<file path="config.mk">
export PLATFORM = sky130hd
export DESIGN_NAME = data_cache
export DESIGN_NICKNAME = d
export VERILOG_FILES = /design/src/rtl/data_cache.sv
export SDC_FILE = /design/constraint.sdc
export NUM_CORES = 1
export LEC_CHECK = 0
export CAP_MARGIN = 20
export CORE_ASPECT_RATIO = 1.5
export CORE_MARGIN = 2
export CORE_UTILIZATION = 50
export DETAILED_ROUTE_END_ITERATION = 10
export PLACE_DENSITY_LB_ADDON = 0.1
export SYNTH_ARGS = -nofsm -noshare
export SYNTH_HDL_FRONTEND = slang
export SYNTH_SLANG_ARGS = --single-unit
</file>
<file path="constraint.sdc">
create_clock -name clock -period 6.1 [get_ports clock]
set_clock_uncertainty 0.05 [all_clocks]
set_input_delay 1.22 -clock clock [delete_from_list [all_inputs] [get_ports clock]]
set_output_delay 1.22 -clock clock [all_outputs]
set_load 0.01 [all_outputs]
</file>
<file path="src/rtl/data_cache.sv">
// Direct-mapped, write-through, no-write-allocate data cache in front of a slow
// backing memory. Read hits complete combinationally; misses and stores go through a memory handshake.
module data_cache #(
  parameter int NBITS  = 8,
  parameter int NLINES = 8,
  parameter int CNTW   = 8
) (
  input  logic             clock,
  input  logic             reset,
  input  logic             MemRead,
  input  logic             MemWrite,
  input  logic [NBITS-1:0] addr,
  input  logic [NBITS-1:0] wdata,
  output logic [NBITS-1:0] rdata,
  output logic             busy,
  output logic             mem_req,
  output logic             mem_we,
  output logic [NBITS-1:0] mem_addr,
  output logic [NBITS-1:0] mem_wdata,
  input  logic [NBITS-1:0] mem_rdata,
  input  logic             mem_ack,
  output logic [CNTW-1:0]  hit_cnt,
  output logic [CNTW-1:0]  miss_cnt
);
  localparam int IW = $clog2(NLINES);
  localparam int TW = NBITS - IW;

  localparam logic [2:0] IDLE    = 3'd0;
  localparam logic [2:0] RD_MISS = 3'd1;
  localparam logic [2:0] RD_DONE = 3'd2;
  localparam logic [2:0] WR_THRU = 3'd3;
  localparam logic [2:0] WR_DONE = 3'd4;

  logic [2:0]       state;
  logic [NLINES-1:0] valid;
  logic [TW-1:0]    tag_arr  [NLINES];
  logic [NBITS-1:0] data_arr [NLINES];
  logic [NBITS-1:0] rdata_q;

  logic [IW-1:0] idx, m_idx;
  logic [TW-1:0] tag, m_tag;
  logic          hit;

  assign idx   = addr[IW-1:0];
  assign tag   = addr[NBITS-1:IW];
  assign m_idx = mem_addr[IW-1:0];
  assign m_tag = mem_addr[NBITS-1:IW];
  assign hit   = valid[idx] && (tag_arr[idx] == tag);

  assign mem_req = (state == RD_MISS) || (state == WR_THRU);
  assign mem_we  = (state == WR_THRU);

  always_comb begin
    busy  = 1'b0;
    rdata = '0;
    case (state)
      IDLE: begin
        busy = MemWrite || (MemRead && !hit);
        if (MemRead && !MemWrite && hit) rdata = data_arr[idx];
      end
      RD_MISS, WR_THRU: busy = 1'b1;
      RD_DONE:          rdata = rdata_q;
      default: ;
    endcase
  end

  always_ff @(posedge clock) begin
    if (reset) begin
      state     <= IDLE;
      valid     <= '0;
      hit_cnt   <= '0;
      miss_cnt  <= '0;
      mem_addr  <= '0;
      mem_wdata <= '0;
      rdata_q   <= '0;
    end else begin
      case (state)
        IDLE: begin
          if (MemWrite) begin
            mem_addr  <= addr;
            mem_wdata <= wdata;
            state     <= WR_THRU;
          end else if (MemRead) begin
            if (hit) begin
              if (hit_cnt != '1) hit_cnt <= hit_cnt + 1'b1;
            end else begin
              mem_addr <= addr;
              if (miss_cnt != '1) miss_cnt <= miss_cnt + 1'b1;
              state <= RD_MISS;
            end
          end
        end
        RD_MISS: if (mem_ack) begin
          valid[m_idx] <= 1'b1;
          rdata_q      <= mem_rdata;
          state        <= RD_DONE;
        end
        RD_DONE: state <= IDLE;
        WR_THRU: if (mem_ack) state <= WR_DONE;
        WR_DONE: state <= IDLE;
        default: state <= IDLE;
      endcase
    end
  end

  // Tag/data storage carries no reset; gating on reset keeps a late ack from filling a line.
  always_ff @(posedge clock) begin
    if (!reset) begin
      if (state == IDLE && MemWrite && hit) begin
        data_arr[idx] <= wdata;
      end else if (state == RD_MISS && mem_ack) begin
        data_arr[m_idx] <= mem_rdata;
        tag_arr[m_idx]  <= m_tag;
      end
    end
  end
endmodule

</file>
; Word-level counts from Yosys, hierarchy flattened
; Memories as Yosys holds them, arrays and structs flattened.
; Index checks and enable logic that the tools add are counted.
[word_totals]
register_bits = 51
memories = 2
ram_bits = 104
in_bits = 29
latchBits = 0
out_inout_bits = 43
romBits = 0
[mem_list]
columns = name, words, word_bits, rd, rd_clocked_by_memory_dff, wr, line
row1 = data_arr, 8, 8, 1, 0, 1, 37  ; logic [NBITS-1:0] data_arr [NLINES];
row2 = tag_arr, 8, 5, 1, 0, 1, 36  ; logic [TW-1:0] tag_arr [NLINES];
[op_classes]
muxes = 26
div = 0
mul = 0
eq_ne = 11
n_reduce_logical = 22
shift = 0
addsub = 2
bitwise = 3
magnitude_cmp = 3
[ops]
columns = op, count
row1 = $mux 8, 5
row2 = $mux 3, 6
row3 = $add 8x1->8 const B, 2
row4 = $ne 8x8->1 const B, 2
row5 = $pmux 8 s2, 1
row6 = $mux 1, 10
row7 = $reduce_and 5->1, 2
row8 = $pmux 3 s3, 1
row9 = $logic_and 1x1->1, 8
row10 = $lt 3x4->1 const B, 2
row11 = $or 8x8->8, 1
row12 = $reduce_or 8->1, 1
row13 = $eq 3x2->1 const B, 2
row14 = $ne 3x3->1 const B, 2
row15 = $eq 5x5->1, 1
row16 = $ne 2x2->1 const B, 2
row17 = $reduce_and 2->1, 2
row18 = $reduce_and 4->1, 1
row19 = $bmux 1 s3, 1
row20 = $demux 1 s3, 1
row21 = $eq 3x1->1 const B, 1
row22 = $ge 3x1->1 const B, 1
row23 = $logic_not 3->1, 1
row24 = $reduce_and 3->1, 1
row25 = 7 further kinds, 10

; Longest topological paths before layout
[depth]
word_depth = 9
mapped_depth = 10
depth_no_buf = 7

; Worst setup path after synthesis
; OpenSTA, ideal clock, no wires.
[synth_timing]
path_kind = input -> output
start = input addr[2]
end = output rdata[0]
setup_slack_ns = 1.594
path_stages = 9
arrival_ns = 3.236
path_cell_list = buf_2 -> buf_2 -> mux4_2 -> mux2i_1 -> xor2_1 -> o211ai_2 -> or3_4 -> clkbuf_1 -> o21ai_0
[synth_via]
elab_chain_len = 6
word_cells_on_any_way = 9
cone_classes = eq/ne (1) / mux (4) / reduce/logical (2) / memory (2)
[synth_lines]
columns = item, line
row1 = "start, declared", 12  ; input logic [NBITS-1:0] addr,
row2 = $mem_v2 8x5 or $bmux 1 s3 (tied branches), -
row3 = $eq 5x5->1 or $mux 1 (tied branches), 48  ; assign hit = valid[idx] && (tag_arr[idx] == tag);
row4 = $logic_and 1x1->1, 48
row5 = $logic_and 1x1->1, 59  ; if (MemRead && !MemWrite && hit) rdata = data_arr[idx];
row6 = $mux 8 *, 59
row7 = $pmux 8 s2 *, 56  ; case (state)
row8 = "end, declared", 14  ; output logic [NBITS-1:0] rdata,
; Mark *: on every way between the ends. The rest lies on a longest branch, timed or not. The select of a mux whose other input is x is not followed.

; Worst setup path after layout
[layout_timing]
start = input addr[2]
end = output rdata[7]
; The elaborated chain is that of the path after synthesis.

==> reports/qor.csv <==
metric,value,unit
outcome,"finished, final reports clean",
hpwlAfterDp,9980,um
synth_top_area_cell,edfxtp_1,
viasPerCell,5.71,
dieWidth,96.9,um
clockBufferDepth,2,
synth_cells,486,
finalInstanceArea,7940,um2
htree_levels,4,
maxCapViolCount,0,
min-delay-start,valid[1],
synthTopCellsByArea,"edfxtp_1 48%, dfxtp_1 16%, mux4_2 8.0%",
cts_resized,0,
slew_viol_final,0,
vias,4188,
drt-initial-drc-count,222,
post_dp_cell_area,7360,um2
required,4.83,ns
fin_nets,596,
ys_warn_count,0,
async_reset_ff_share,0,%
ant_nets,0,
p_per_area,302,nW/um2
worstSetupPathType,input port to primary output,
synth_top_flop_cell,edfxtp_1,
r2r_start,tag_arr[0][0],
p_total,2.40,mW
use_met1,24.1,%
fillers,989,
initial_utilization,51.5,%
met3_usage,4.28,%
grt_usage,21.6,%
area_growth,22.6,%
hold_buffers,0,
crit_fanout,14,
die-area,13900,um2
tritoncts,done,
peakVddDrop,0.000165,V
grt_max_degree,39,
gr-usage-met2,40.8,%
clk_pin_slew,0.06,ns
die_h,143,um
crit_path_start_kind,input port,
drc_errors,0,
synth_top_area_share,48.2,%
final_common_cell,edfxtp_1,
setup_tns,0,ns
postCtsSetupBuffers,0,
n_antenna_cell,0,
rsz0062_at_grt,false,
fmax,182,MHz
min_path_type,register to register,
clk_latency,0.42,ns
cts-root-buf,clkbuf_16,
drive_gt1_share,14.5,%
period_minus_slack,5.51,ns
synth_edf_count,104,
cp.arrival,4.24,ns
synth_nets,517,
finalCritPeriodShare,90.3,%
cp-end-kind,primary output,
ios,72,
num_rows,50,
cts.sinks,155,
yosysUniqueCellTypes,46,
startpoint,addr[2],
top_usage_layer,met2,
seq_area_frac_synth,64.0,%
grt_overflow,0,
leakage,2.83,nW
drtPass1Iterations,4,
mostFrequentLayoutCells,"104 x edfxtp_1, 73 x nand2_1, 70 x clkdlybuf4s50_1",
portBuffers,71,
core_area,12600,um2
avgSynthCellArea,13.3,um2
gp_congestion,0.794,
grt_pass1_wl,22700,um
worst_pin_slew,1.04,ns
hold_viol_final,0,
wirelength,14500,um
cts_buffers,17,
grt_pass1_vias,4313,
setup_viol,0,
slew_headroom,29.9,%
synth.ff_latch_count,155,
antenna_found_initial,0,
netlist_area,6470,um2
wl_per_cell,19.7,um
==> through the flow <==
step / hold slack [ns] / worst slack [ns] / utilization [%] / cells
6_report: 0.400 / 0.592 / 63.1 / 734
5_1_grt: 0.416 / 0.427 / 63.1 / 734
4_1_cts: 0.402 / 0.548 / 63.1 / 733
3_5_place_dp: 0.387 / 0.563 / 58.6 / 701
3_3_place_gp: 0.378 / 0.611 / 58.5 / 700
2_1_floorplan: 0.371 / 1.59 / - / 486
==> critical path: stages <==
cell	delay, ns
clkdlybuf4s50_1	0.67
mux4_2	0.36
mux2i_1	0.17
xor2_1	0.27
o211ai_2	0.20
or3_4	0.46
o21ai_0	0.28
clkdlybuf4s50_1	0.59
==> flip-flops by register name, indices dropped and copies added, names as in the netlist <==
signal and flops:
rdata_q 8, valid 8, tag_arr 40, state 3
miss_cnt 8, data_arr 64, mem_wdata 8, hit_cnt 8
mem_addr 8
==> metal layers <==
metal / vias to the layer above / part of all wire (%) / wire length [um]
met4: 0 / 2.0 / 286
met2: 98 / 55 / 7990
met1: 2085 / 39 / 5650
li1: 1980 / - / -
met3: 25 / 3.7 / 535
met5: - / 0 / 0
==> cell type report <==
cell class / instances / area [um2] / share of cell area, %
tap: 156 / 195 / 2.46
sequential: 155 / 4140 / 52.2
clock buffer: 18 / 429 / 5.41
clock inverter: 14 / 136 / 1.72
timing repair buffer: 85 / 808 / 10.2
inverter: 9 / 33.8 / 0.426
multi-input combinational: 297 / 2190 / 27.6
==> kinds of logic (layout without fill, tap and decap cells) <==
family	count (synthesis)	in the layout	share of synthesized area, %
xor gates and xnor gates	6	6	0.812
AOI/OAI and AO/OA	72	72	6.82
DFF	155	155	64.0
muxes	66	66	14.9
and+or+nand+nor	151	151	10.9
adders and majority gates	2	2	0.386
buffers and inverters	34	126	2.18
==> synth_stat cells, types with 2 or more instances <==
master	instances
mux2_2	11
clkbuf_1	17
nor3_1	9
buf_2	5
nor4_1	3
nand3_1	4
mux2i_1	32
mux4_2	23
xnor2_1	2
inv_1	9
nor2b_1	4
and3_1	5
o31ai_1	4
nor2_1	26
xor2_1	4
ha_1	2
and4_1	3
edfxtp_1	104
nor3b_1	4
a31o_2	2
o21a_1	3
a21oi_1	28
nand2_1	73
or4_1	3
and2_1	6
nand4_1	3
o21ai_0	13
buf_1	2
a31oi_1	6
dfxtp_1	51
a21o_1	8
or3_1	3
==> worst paths after layout <==
check,to,cells past startpoint,slack (ns)
setup / recovery,rdata[7],8,0.59
hold / removal,valid[1],1,0.40
setup reg to reg,data_arr[7][3],7,2.79
hold reg to reg,valid[1],1,0.40
==> power breakdown <==
group | leakage [nW] | switching (mW) | internal, mW | total, mW
clock | 0.270 | 0.433 | 0.569 | 1.00
sequential | 1.36 | 0.0273 | 1.15 | 1.18
combinational | 1.20 | 0.114 | 0.0995 | 0.213
No activity file was read; power rests on OpenSTA's default activity.
==> edit 1 (config.mk and constraints unchanged) <==
Reset style: asynchronous (`reset`), changed in one clocked block.
--- a/src/rtl/data_cache.sv
+++ b/src/rtl/data_cache.sv
@@ -65,5 +65,5 @@
   end
 
-  always_ff @(posedge clock) begin
+  always_ff @(posedge clock or posedge reset) begin
     if (reset) begin
       state     <= IDLE;
Behaviour: differs if reset is asserted again (counterexample within 4 cycles, from zero or initial values and one cycle with reset high); with reset held inactive, the same outputs for 4 cycles.
==> edit 1 against the original RTL <==
Cell area increased by 1.5%. Wire length increased by 1.2%. Register-to-register slack got worse by 0.20 ns. Synthesized area increased by 1.4%. Setup slack improved by 0.023 ns. Sequential share of layout area increased by 2.4 points. Count of clock-buffer cells in the layout increased by 1. Sequential cell count unchanged.
Power is not compared: it rests on default switching activity, and its combinational part moved more than twofold at a synthesized area within 25%.
==> edit 1: results (changes against the original RTL) <==
- Post-Layout Cell Count: 694 (was 734)
- Layout clock area frac: 0.0716 (was 0.0713)
- GRT Total Usage: 0.219 (was 0.216)
- Metal-1 WL: 5860 um (was 5650 um)
- Fill cell count: 972 (was 989)
- DP Worst Slack: 0.643 ns (was 0.563 ns)
- Final Power: 3.25 mW
- Total Routed Length: 14600 um (was 14500 um)
- Worst hold start: valid[0]$_DFFE_PP0P_ (was valid[1]$_SDFFE_PP0P_)
- Met2 WL: 8110 um (was 7990 um)
- Cell total after placement: 662 (was 701)
- First-pass GRT wire length: 22800 um (was 22700 um)
- Number of global-route vias before repair: 4112 (was 4313)
- Fin nets: 553 (was 596)
- Status: complete, no violations (unchanged)
- Share of cells above drive strength 1: 0.174 (was 0.145)
- Mux cell area share after synthesis: 0.152 (was 0.149)
- Main area contributors after synthesis: edfxtp_1, dfrtp_1, mux4_2 (was edfxtp_1, dfxtp_1, mux4_2)
- Capture point of the worst reg-to-reg path: data_arr[4][2]$_DFFE_PP_ (was data_arr[7][3]$_DFFE_PP_)
- Max Freq: 0.182 GHz (about the same)
- Worst R2R Path Depth: 8 (was 7)
- Multi-input gates: 259 (was 297)
- Min-Delay Endpoint: valid[0]$_DFFE_PP0P_ (was valid[1]$_SDFFE_PP0P_)
- Largest net degree at the start of global routing: 31 (was 39)
- Post-DP Area: 0.00748 sq mm (was 0.00736 sq mm)
- Actual slew at the worst max-slew pin: 0.941 ns (was 1.04 ns)
- Fraction of area in registers: 0.546 (was 0.522)
- Xor and xnor area share after synthesis: 0.0227 (was 0.00812)
- Commonest cells in the netlist: edfxtp_1, nand2_1, dfrtp_1 (was edfxtp_1, nand2_1, dfxtp_1)
- Synth unique cells: 45 (was 46)
- Design area: 0.00806 sq mm (was 0.00794 sq mm)
## edit 1: changes by cell type after synthesis, moves of 8 or more
| cell | before | now |
|---|---|---|
| a21oi_1 | 28 | 3 |
| clkbuf_1 | 17 | 8 |
| dfrtp_1 | 0 | 51 |
| dfxtp_1 | 51 | 0 |
| mux2_4 | 0 | 8 |
| mux2i_1 | 32 | 16 |
| o21ai_0 | 13 | 3 |
| xor2_1 | 4 | 12 |
## edit 1: cell families (layout without fill, tap and decap cells)
logic type,after synthesis,count (layout)
multiplexers,64,64
XOR/XNOR,17,17
AND/OR/NAND/NOR,142,142
AO/OA/AOI/OAI,34,34
flip-flops,155,155
adder cells (fa/ha/maj),2,2
buffers and inverters,24,121
## edit 1: per-layer routing
layer	vias up	GRT usage
met1	1970	0.252
met4	0	0.0636
met5	-	0
met3	13	0.0483
li1	1808	-
met2	103	0.411
==> edit 2 (same flow settings) <==
Without the edit above. Change the parameter `NBITS` from 8 to 10.
--- a/src/rtl/data_cache.sv
+++ b/src/rtl/data_cache.sv
@@ -2,5 +2,5 @@
 // backing memory. Read hits complete combinationally; misses and stores go through a memory handshake.
 module data_cache #(
-  parameter int NBITS  = 8,
+  parameter int NBITS  = 10,
   parameter int NLINES = 8,
   parameter int CNTW   = 8
Interface: changed (6 resized); port bits go from 72 to 84. No check against the original RTL was run, so the function may have changed too.
==> edit 2 against the original RTL <==
Synthesized area grew 23%. Wire length grew 27%. Sequential cell count grew 38. Setup slack lost 0.23 ns. Sequential share of layout area grew 1.9 points. Total power grew 15%. Utilization shrank 1.3 points. Die area grew 22%. Cell area grew 22%. Critical path depth grew 2. Synthesized cell count grew 16%. Critical endpoint is now rdata[3]. Largest cell class unchanged.
==> edit 2: results (changes against the original RTL) <==
- Status: complete, no violations (unchanged)
- Total Routed Length: 18400 um (was 14500 um)
- Worst slew margin: 0.218 (was 0.299)
- Largest net degree at the start of global routing: 54 (was 39)
- Post-synth EDFFs: 136 (was 104)
- Worst R2R Path Depth: 8 (was 7)
- Vias: 5030 (was 4188)
- Post-DP Area: 0.00911 sq mm (was 0.00736 sq mm)
- RD Place Congestion: 0.818 (was 0.794)
- IO buf count: 83 (was 71)
- Number of global-route vias before repair: 5234 (was 4313)
- Peak supply drop: 208 uV (was 165 uV)
- HPWL Detailed: 12700 um (was 9980 um)
- Post-Layout Cell Count: 879 (was 734)
- Top Registers: data_arr (80), tag_arr (56) (was data_arr (64), tag_arr (40))
- Fin nets: 700 (was 596)
- Fill cell count: 1186 (was 989)
- First-pass GRT wire length: 28400 um (was 22700 um)
- Main area contributors after synthesis: edfxtp_1, dfxtp_1, mux4_2 (unchanged)
- Leakage: 3.27 nW (was 2.83 nW)
- Arrival @ worst endpoint: 4.47 ns (was 4.24 ns)
- GRT Total Usage: 0.226 (was 0.216)
- Commonest cells in the netlist: edfxtp_1, nand2_1, dfxtp_1 (unchanged)
- Initial antenna violation count: 0 (unchanged)
- CP Max Fanout: 9 (was 14)
- Sequential area share after synthesis: 0.655 (was 0.640)
- Iteration-0 DRC Markers: 271 (was 222)
- Share of cells above drive strength 1: 0.170 (was 0.145)
- DP Worst Slack: 0.379 ns (was 0.563 ns)
- Synth unique cells: 51 (was 46)
- Cell total after placement: 847 (was 701)
- Post-Syn Nets: 603 (was 517)
- Syn_area_per_cell: 14.1 sq um (was 13.3 sq um)
edit 2: final timing paths:
check	from	end	slack, ns
worst max-delay path	addr[1]	rdata[3]	0.36
worst min-delay path	valid[2]$_SDFFE_PP0P_	valid[2]$_SDFFE_PP0P_	0.40
worst max register to register	tag_arr[0][6]$_DFFE_PP_	data_arr[1][4]$_DFFE_PP_	2.96
worst min register to register	valid[2]$_SDFFE_PP0P_	valid[2]$_SDFFE_PP0P_	0.40
edit 2: kinds of logic after synthesis:
family | synth area share
AO/OA/AOI/OAI | 0.0767
XOR/XNOR | 0.00659
adder cells (fa/ha/maj) | 0.00314
buffers and inverters | 0.0179
flip-flops | 0.655
multiplexers | 0.142
AND/OR/NAND/NOR | 0.0985
edit 2: power by group:
group	leakage, nW	total (mW)	switching [mW]	internal, mW
clock	0.259	1.03	0.465	0.565
combinational	1.32	0.251	0.136	0.115
sequential	1.69	1.46	0.0295	1.44
total	3.27	2.75	0.631	2.12
edit 2: area by class of cell:
class	instances	area [sq um]	share of cell area
clock buffer	21	440	0.0456
clock inverter	11	103	0.0106
inverter	4	15.0	0.00156
multi-input combinational	340	2620	0.271
sequential	193	5230	0.541
tap	203	254	0.0263
timing repair buffer	107	1000	0.104
edit 2: metal layers:
layer	vias up	part of all wire	track usage
met3	39	0.056	0.0493
met4	0	0.027	0.0945
met5	-	0	0
met1	2482	0.38	0.263
li1	2346	-	-
met2	163	0.54	0.396
edit 2: critical path: stages:
cell and delay, ns:
clkdlybuf4s50_1 0.56, buf_4 0.23, mux4_2 0.30, mux2i_1 0.31, xor2_1 0.27, nand4_1 0.23
nor2_2 0.18, nand2_1 0.32, o21ai_1 0.26, clkdlybuf4s50_1 0.56
